<file path="config.mk">
export PLATFORM = sky130hd
export DESIGN_NAME = panel_bus_arbiter
export DESIGN_NICKNAME = d
export VERILOG_FILES = /design/src/rtl/panel_bus_arbiter.sv
export SDC_FILE = /design/constraint.sdc
export NUM_CORES = 1
export LEC_CHECK = 0
export ABC_AREA = 1
export CORE_MARGIN = 2
export CORE_UTILIZATION = 45
export DETAILED_ROUTE_END_ITERATION = 12
export DONT_BUFFER_PORTS = 1
export GPL_ROUTABILITY_DRIVEN = 0
export MAX_ROUTING_LAYER = met4
export PLACE_DENSITY_LB_ADDON = 0.25
export SYNTH_ARGS = -nofsm -noshare
export SYNTH_HDL_FRONTEND = slang
export SYNTH_SLANG_ARGS = --single-unit
</file>
<file path="constraint.sdc">
create_clock -name CLK25MHZ -period 2.16 [get_ports CLK25MHZ]
set_input_delay 0.108 -clock CLK25MHZ [delete_from_list [all_inputs] [get_ports CLK25MHZ]]
set_output_delay 0.108 -clock CLK25MHZ [all_outputs]
set_load 0.03 [all_outputs]
</file>
<file path="src/rtl/panel_bus_arbiter.sv">
// panel_bus_arbiter
//  Passes the shared 16-bit RAM bus between the physical 6502 and the FPGA front panel.
//  The bus is taken only while the CPU is halted and a panel request is pending. The
//  transceiver hand-off has dead time in both directions. Single-byte RAM reads/writes
//  run as SETUP -> STROBE -> RECOVER, and the bus returns to the 6502 after a linger
//  period, or as soon as the CPU is released.
//  Optional feature: define PANEL_BUS_VERIFY_EN to follow every write with a readback of
//  the same address. rsp_err then flags a readback that differs from the write data.
// Ports
//  CLK25MHZ, rst_n          clock, asynchronous active-low reset
//  cpu_stopped              CPU halted (synchronous to CLK25MHZ)
//  req_* / req_ready        panel request; accepted when req_valid & req_ready
//  rsp_valid/rdata/err      one-clock completion pulse, read data, readback error
//  bus_owned                FPGA masters the bus
//  drive_busN, cpu_bus_enN  transceiver controls (never both 0)
//  ram_csN, ram_rwN         RAM strobes
//  addr_out, data_out       bus address/write data
//  data_oe                  FPGA drives D
//  data_in                  D, already synchronised
module panel_bus_arbiter #(
   parameter int unsigned DEAD_CYCLES   = 2,
   parameter int unsigned SETUP_CYCLES  = 1,
   parameter int unsigned STROBE_CYCLES = 3,
   parameter int unsigned LINGER_CYCLES = 250
) (
   input  logic        CLK25MHZ,
   input  logic        rst_n,
   input  logic        cpu_stopped,
   input  logic        req_valid,
   input  logic        req_we,
   input  logic [15:0] req_addr,
   input  logic [7:0]  req_wdata,
   output logic        req_ready,
   output logic        rsp_valid,
   output logic [7:0]  rsp_rdata,
   output logic        rsp_err,
   output logic        bus_owned,
   output logic        drive_busN,
   output logic        cpu_bus_enN,
   output logic        ram_csN,
   output logic        ram_rwN,
   output logic [15:0] addr_out,
   output logic [7:0]  data_out,
   output logic        data_oe,
   input  logic [7:0]  data_in
);

   localparam int unsigned AW = 16;
   localparam int unsigned DW = 8;
   localparam int unsigned CW = 4;
   // The linger count never goes past LINGER_CYCLES-1 before the bus is released.
   localparam int unsigned LW = (LINGER_CYCLES > 1) ? $clog2(LINGER_CYCLES) : 1;

   typedef enum logic [2:0] {
      S_IDLE,
      S_HAND_IN,
      S_OWNED,
      S_SETUP,
      S_STROBE,
      S_RECOVER,
      S_HAND_OUT
   } state_t;

   state_t        state_q, state_d;
   logic [CW-1:0] cnt_q, cnt_d;
   logic [LW-1:0] linger_q, linger_d;
   logic          we_q, we_d;
   logic [DW-1:0] rd_q, rd_d;

   logic          req_ready_q, req_ready_d;
   logic          rsp_valid_q, rsp_valid_d;
   logic [DW-1:0] rsp_rdata_q, rsp_rdata_d;
   logic          bus_owned_q, bus_owned_d;
   logic          drive_bus_n_q, drive_bus_n_d;
   logic          cpu_bus_en_n_q, cpu_bus_en_n_d;
   logic          ram_cs_n_q, ram_cs_n_d;
   logic          ram_rw_n_q, ram_rw_n_d;
   logic [AW-1:0] addr_out_q, addr_out_d;
   logic [DW-1:0] data_out_q, data_out_d;
   logic          data_oe_q, data_oe_d;

`ifdef PANEL_BUS_VERIFY_EN
   logic          chk_q, chk_d;
   logic          rsp_err_q, rsp_err_d;
`endif

   // State and registered outputs
   always_ff @(posedge CLK25MHZ or negedge rst_n) begin
      if (!rst_n) begin
         state_q        <= S_IDLE;
         cnt_q          <= '0;
         linger_q       <= '0;
         we_q           <= 1'b0;
         rd_q           <= '0;
         req_ready_q    <= 1'b0;
         rsp_valid_q    <= 1'b0;
         rsp_rdata_q    <= '0;
         bus_owned_q    <= 1'b0;
         drive_bus_n_q  <= 1'b1;
         cpu_bus_en_n_q <= 1'b0;
         ram_cs_n_q     <= 1'b1;
         ram_rw_n_q     <= 1'b1;
         addr_out_q     <= '0;
         data_out_q     <= '0;
         data_oe_q      <= 1'b0;
      end else begin
         state_q        <= state_d;
         cnt_q          <= cnt_d;
         linger_q       <= linger_d;
         we_q           <= we_d;
         rd_q           <= rd_d;
         req_ready_q    <= req_ready_d;
         rsp_valid_q    <= rsp_valid_d;
         rsp_rdata_q    <= rsp_rdata_d;
         bus_owned_q    <= bus_owned_d;
         drive_bus_n_q  <= drive_bus_n_d;
         cpu_bus_en_n_q <= cpu_bus_en_n_d;
         ram_cs_n_q     <= ram_cs_n_d;
         ram_rw_n_q     <= ram_rw_n_d;
         addr_out_q     <= addr_out_d;
         data_out_q     <= data_out_d;
         data_oe_q      <= data_oe_d;
      end
   end

`ifdef PANEL_BUS_VERIFY_EN
   // Readback phase flag and error flag
   always_ff @(posedge CLK25MHZ or negedge rst_n) begin
      if (!rst_n) begin
         chk_q     <= 1'b0;
         rsp_err_q <= 1'b0;
      end else begin
         chk_q     <= chk_d;
         rsp_err_q <= rsp_err_d;
      end
   end
`endif

   // Next-state, timers and access latches
   always_comb begin
      state_d    = state_q;
      cnt_d      = cnt_q;
      linger_d   = '0;
      we_d       = we_q;
      rd_d       = rd_q;
      addr_out_d = addr_out_q;
      data_out_d = data_out_q;
`ifdef PANEL_BUS_VERIFY_EN
      chk_d      = chk_q;
`endif
      case (state_q)
         S_IDLE: begin
            if (cpu_stopped && req_valid) begin
               state_d = S_HAND_IN;
               cnt_d   = CW'(DEAD_CYCLES - 1);
            end
         end
         S_HAND_IN: begin
            if (!cpu_stopped) begin
               state_d = S_HAND_OUT;
               cnt_d   = CW'(DEAD_CYCLES - 1);
            end else if (cnt_q == '0) begin
               state_d = S_OWNED;
            end else begin
               cnt_d = cnt_q - CW'(1);
            end
         end
         S_OWNED: begin
            // An accept wins over a release in the same clock, so no handshake is lost.
            if (req_valid && req_ready_q) begin
               state_d    = S_SETUP;
               cnt_d      = CW'(SETUP_CYCLES - 1);
               addr_out_d = req_addr;
               data_out_d = req_wdata;
               we_d       = req_we;
`ifdef PANEL_BUS_VERIFY_EN
               chk_d      = 1'b0;
`endif
            end else if (!cpu_stopped || ((32'(linger_q) + 32'd1) >= LINGER_CYCLES)) begin
               state_d = S_HAND_OUT;
               cnt_d   = CW'(DEAD_CYCLES - 1);
            end else begin
               linger_d = linger_q + LW'(1);
            end
         end
         S_SETUP: begin
            if (cnt_q == '0) begin
               state_d = S_STROBE;
               cnt_d   = CW'(STROBE_CYCLES - 1);
            end else begin
               cnt_d = cnt_q - CW'(1);
            end
         end
         S_STROBE: begin
            if (cnt_q == '0) begin
               state_d = S_RECOVER;
               if (!we_q) begin
                  rd_d = data_in;
               end
            end else begin
               cnt_d = cnt_q - CW'(1);
            end
         end
         S_RECOVER: begin
            state_d = S_OWNED;
`ifdef PANEL_BUS_VERIFY_EN
            // Turn a finished write into a read of the same address.
            if (we_q) begin
               state_d = S_SETUP;
               cnt_d   = CW'(SETUP_CYCLES - 1);
               we_d    = 1'b0;
               chk_d   = 1'b1;
            end
`endif
         end
         S_HAND_OUT: begin
            if (cnt_q == '0) begin
               state_d = S_IDLE;
            end else begin
               cnt_d = cnt_q - CW'(1);
            end
         end
         default: state_d = S_IDLE;
      endcase
   end

   // Registered outputs follow the state being entered
   always_comb begin
      req_ready_d    = 1'b0;
      drive_bus_n_d  = 1'b1;
      cpu_bus_en_n_d = 1'b1;
      bus_owned_d    = 1'b0;
      ram_cs_n_d     = 1'b1;
      ram_rw_n_d     = 1'b1;
      data_oe_d      = 1'b0;
      // Completion is signalled as RECOVER hands back to OWNED.
      rsp_valid_d    = (state_q == S_RECOVER) && (state_d == S_OWNED);
      rsp_rdata_d    = rsp_rdata_q;
      if (rsp_valid_d && !we_q) begin
         rsp_rdata_d = rd_q;
      end
`ifdef PANEL_BUS_VERIFY_EN
      rsp_err_d = rsp_err_q;
      if (rsp_valid_d) begin
         rsp_err_d = chk_q && (rd_q != data_out_q);
      end
`endif
      case (state_d)
         S_IDLE: cpu_bus_en_n_d = 1'b0;
         S_OWNED: begin
            drive_bus_n_d = 1'b0;
            bus_owned_d   = 1'b1;
            req_ready_d   = cpu_stopped;
         end
         S_SETUP: begin
            drive_bus_n_d = 1'b0;
            bus_owned_d   = 1'b1;
            data_oe_d     = we_d;
         end
         S_STROBE: begin
            drive_bus_n_d = 1'b0;
            bus_owned_d   = 1'b1;
            ram_cs_n_d    = 1'b0;
            ram_rw_n_d    = !we_d;
            data_oe_d     = we_d;
         end
         S_RECOVER: begin
            drive_bus_n_d = 1'b0;
            bus_owned_d   = 1'b1;
         end
         default: ;
      endcase
   end

   assign req_ready   = req_ready_q;
   assign rsp_valid   = rsp_valid_q;
   assign rsp_rdata   = rsp_rdata_q;
   assign bus_owned   = bus_owned_q;
   assign drive_busN  = drive_bus_n_q;
   assign cpu_bus_enN = cpu_bus_en_n_q;
   assign ram_csN     = ram_cs_n_q;
   assign ram_rwN     = ram_rw_n_q;
   assign addr_out    = addr_out_q;
   assign data_out    = data_out_q;
   assign data_oe     = data_oe_q;
`ifdef PANEL_BUS_VERIFY_EN
   assign rsp_err     = rsp_err_q;
`else
   assign rsp_err     = 1'b0;
`endif

endmodule

</file>
Word level (Yosys, flattened, before mapping):

Index checks and enable logic that the tools add are counted.

* reductions and logical operators: 18
* bitwise gates (word level): 1
* equality and inequality tests: 12
* $lt $le $gt $ge: 1
* $add $sub $neg: 3
* multiplexer cells: 28

Operator list (number)
* two-way mux 3 bit: 8
* two-way mux 4 bit: 6
* two-way mux 8 bit: 3
* one-hot mux 3 bit (7 select lines): 1
* one-hot mux 4 bit (5 select lines): 1
* equality test 3 bit, second input constant: 5
* equality test 3 x 2 -> 1 bit, second input constant: 4
* adder 8 x 1 -> 9 bit, second input constant: 1
* greater-or-equal comparator 9 x 8 -> 1 bit, second input constant: 1
* two-way mux 1 bit: 9
* adder 8 x 1 -> 8 bit, second input constant: 1
* logical NOT 3 bit: 2
* AND reduction 3 bit: 2
* nonzero test 5 bit: 1
* logical AND 1 bit: 4
* logical NOT 4 bit: 1
* OR reduction 2 bit: 2
* OR reduction 4 bit: 1
* subtractor 4 x 1 -> 4 bit, second input constant: 1
* equality test 3 x 1 -> 1 bit, second input constant: 1
* logical NOT 1 bit: 3
* inequality test 3 bit, second input constant: 1
* inequality test 2 bit, second input constant: 1
* AND reduction 2 bit: 1
* other kinds (2): 2

* output and inout port bits: 41
* bits of input ports: 37
* register bits: 64
* word-level logic and storage cells: 79

Longest topological paths before layout:

* word-level depth: 9
* mapped depth: 14
* depth with buffers taken out: 14

Least setup slack after synthesis:

OpenSTA, ideal clock, no wires.

* kind: register -> register
* start: reg cnt_q[0]
* end: reg cnt_q[0]
* stages on the path, launching flop included: 9
* library setup time: 0.066 ns
* data required time: 2.094 ns
* period minus slack after synthesis: 1.655 ns
* arrival time: 1.589 ns
* buffers on the path: 0
* slack: 0.505 ns
* cells stage by stage: dfrtp_1 > inv_1 > ha_1 > nand2_2 > ha_1 > or2_2 > nand4_1 > nand4_1 > nand2_1

* longest elaborated chain between the ends: 4
* elaborated cells on any way between the ends: 6
* those cells by class: add/sub (1); mux (4); reduce/logical (1)

Ends and longest elaborated chain
* start: declaration: line 65 `logic [CW-1:0] cnt_q, cnt_d;`
* start signal: assignment: line 108 `cnt_q <= cnt_d;`
* subtractor 4 x 1 -> 4 bit / logical NOT 4 bit (equally long branches)
* two-way mux 4 bit: line 162, 195, 217
* two-way mux 4 bit: line 159 `if (!cpu_stopped) begin`
* one-hot mux 4 bit (5 select lines) (*): line 151 `case (state_q)`

Mark *: on every way between the ends. The rest lies on a longest branch, timed or not.
A chain may end at the register's enable or synchronous reset.

Worst setup path after layout:

* start: reg cnt_q[0]
* end: reg rd_q[7]

* longest elaborated chain between the ends: 2

Ends and longest elaborated chain
* logical NOT 4 bit: line 195 `if (cnt_q == '0) begin`
* AND reduction 3 bit (no source line)
* end signal: assignment: line 111 `rd_q <= rd_d;`
* end: declaration: line 68 `logic [DW-1:0] rd_q, rd_d;`

Every way passes these cells.

==> reports/metrics.cfg <==
[final_layout]
layout.nets=422
drive_gt1_frac=0.127
fillerInstances=565
antenna_cells=0
synthToLayoutAreaGrowth_pct=24.6

[critical_path]
rrSetupSlack_ns=0.31
arrival_ns=2.06
criticalPathCategory=reg -> reg
worstPathRequired_ns=2.38
startpoint=cnt_q[0]
r2r-end=rd_q[7]
endpoint=rd_q[7]
r2r_cells=6
end_kind=register
r2r-start=cnt_q[0]
cp-start-kind=register
cp_max_fo=15

[sta]
hold_viol=0
rsz0062_at_grt=false
max_freq_mhz=541
clock_skew_ns=0.00623
min_period_over_period=0.855
drv_slew=0
fin_crit_ns=1.85
setup_tns_ns=0
finalSetupViolations=0
fin_hold_ws_ns=0.0252

[route]
drtIter0Drc=74
drt_wl_total_um=5810
first_pass_iters=7
ant_nets=0
via_count=2255
drcViolationCount=0
wl_per_cell_um=12.5
viasPerCell=4.87

[placement]
hpwl_um=3870
port_buffers=0

[power]
ir_drop_v=0.000898
power_leakage_nw=1.81
power_density_nw_per_um2=1410

[synth]
syn_avg_cell_area_um2=8.47
synth_cell_types=29
syn_inst=337
ys_ff_latch=64
ys_warn_count=0
syn-num-nets=378
ys_seq_area_frac=0.562
syn_area_um2=2850

[run_status]
status=finished, final reports clean

[global_route]
grt_max_degree=65
grt_pass1_wl_um=10300
antenna_found_initial=0
grt_overflow=0
grt_pass1_vias=2267
grtUsageTotal=0.189

[clock_tree]
cts_num_sinks=64
ctsHtreeMaxLevel=3
cts_root_buf=clkbuf_8
cts_tree=done
numCtsBuffers=9
path_clk_slew_ns=0.07
clkLatencyLatePin_ns=0.33
cts_buffer_depth=2

[floorplanning]
start_util=0.457
pin_count=78
die_area_um2=6990
die_x_um=83.6
die_h_um=83.6
core_area_um2=6240
rows=29

[min_path]
hp-class=in -> reg

[run]
cap_violations=0

synth_stat cells:
library cell	count	share of area
or2_1	1	0.0022
mux2_2	2	0.0079
o21ai_0	6	0.011
clkbuf_1	4	0.0053
ha_1	4	0.018
inv_1	33	0.043
nand2_2	5	0.011
inv_2	3	0.0039
conb_1	1	0.0013
nand3_2	4	0.014
nand3_1	11	0.019
o21ai_1	8	0.014
o211ai_1	1	0.0026
buf_2	2	0.0035
nor3_1	3	0.0053
nand2_4	1	0.0039
nand2_1	123	0.16
a21oi_1	15	0.026
nor2_1	24	0.032
nor2_2	9	0.020
o311ai_0	1	0.0031
buf_4	1	0.0026
xor2_1	2	0.0061
nand4_1	6	0.013
nand3b_1	1	0.0026
dfstp_2	3	0.028
o21a_1	1	0.0026
or2_2	1	0.0022
dfrtp_1	61	0.53
worst max-delay path, stage by stage (launching register included):
cell,delay [ns]
dfrtp_1,0.38
inv_1,0.10
ha_1,0.24
nand2_2,0.15
nor2_2,0.20
nand2_1,0.30
mux2_2,0.36
registers in the layout (all words and copies together), names as in the netlist:
name	count
req_ready	1
cpu_bus_enN	1
state_q	3
rsp_valid	1
linger_q	8
ram_rwN	1
data_out	8
addr_out	16
rsp_rdata	8
data_oe	1
ram_csN	1
we_q	1
drive_busN	1
rd_q	8
cnt_q	4
bus_owned	1
power by group:
group	switching (mW)	internal (mW)	total, mW
sequential	0.897	1.67	2.56
clock	0.460	0.687	1.15
combinational	0.794	0.500	1.29
area by class of cell:
class | instances | area, µm² | area share
inverter | 36 | 135 | 0.0380
clock buffer | 10 | 138 | 0.0387
tap | 77 | 96.3 | 0.0271
multi-input combinational | 230 | 1080 | 0.304
sequential | 64 | 1610 | 0.452
clock inverter | 6 | 91.3 | 0.0257
timing repair buffer | 40 | 408 | 0.115
how the worst min path moves through the flow:
| stage | to | from | cells past startpoint | slack, ns |
|---|---|---|---|---|
| floorplan | addr_out[0] | rst_n | 0 | -0.19 |
| global placement | cnt_q[3] | rst_n | 0 | -0.18 |
| detailed placement | cnt_q[3] | rst_n | 0 | -0.18 |
| CTS | cnt_q[3] | cpu_stopped | 3 | 0.007 |
| global route | cnt_q[3] | cpu_stopped | 3 | 0.03 |
| finish | cnt_q[3] | cpu_stopped | 3 | 0.03 |
logic make-up after synthesis:
family / synth area share
simple gates: 0.287
mux: 0.00789
xor+xnor: 0.00614
other cells: 0.00131
compound gates: 0.0592
fa+ha+maj: 0.0175
buf+inv: 0.0587
flops: 0.562
metrics by stage:
| step | cells | worst slack (ns) | area, µm² | power, mW | util |
|---|---|---|---|---|---|
| after floorplan | 337 | 0.505 | 2850 | 3.51 | - |
| after global placement | 411 | 0.382 | 2950 | 3.77 | 0.472 |
| after detailed placement | 411 | 0.344 | 2950 | 3.80 | 0.472 |
| after CTS | 463 | 0.335 | 3550 | 5.05 | 0.570 |
| after global routing | 463 | 0.161 | 3550 | 5.39 | 0.570 |
| final | 463 | 0.312 | 3550 | 5.00 | 0.570 |
placed cells by master (no fill, tap or decap), types with 5 or more instances in the layout:
cell,synthesis,routed
dlygate4sd3_1,0,35
nor2_1,24,24
clkbuf_8,0,10
nand3_1,11,11
nand2_1,123,123
a21oi_1,15,15
o21ai_1,8,8
nand2_2,5,5
inv_1,33,33
dfrtp_1,61,61
nor2_2,9,9
o21ai_0,6,6
nand4_1,6,6
per-layer routing:
layer  up-vias  routed length, µm  track usage
met2        61               2860        0.297
met4         0                 30       0.0572
met3         4                286       0.0603
met1      1046               2630        0.235
met5         -                  0            -
li1       1144                  -            -
what timing repair did:
item / in CTS / in global routing
hold endpoints to repair: 98 / 0
resized for setup: 0 / 0
setup buffers: 0 / 0
hold buffers: 36 / 0
No activity file was read; power rests on OpenSTA's default activity.
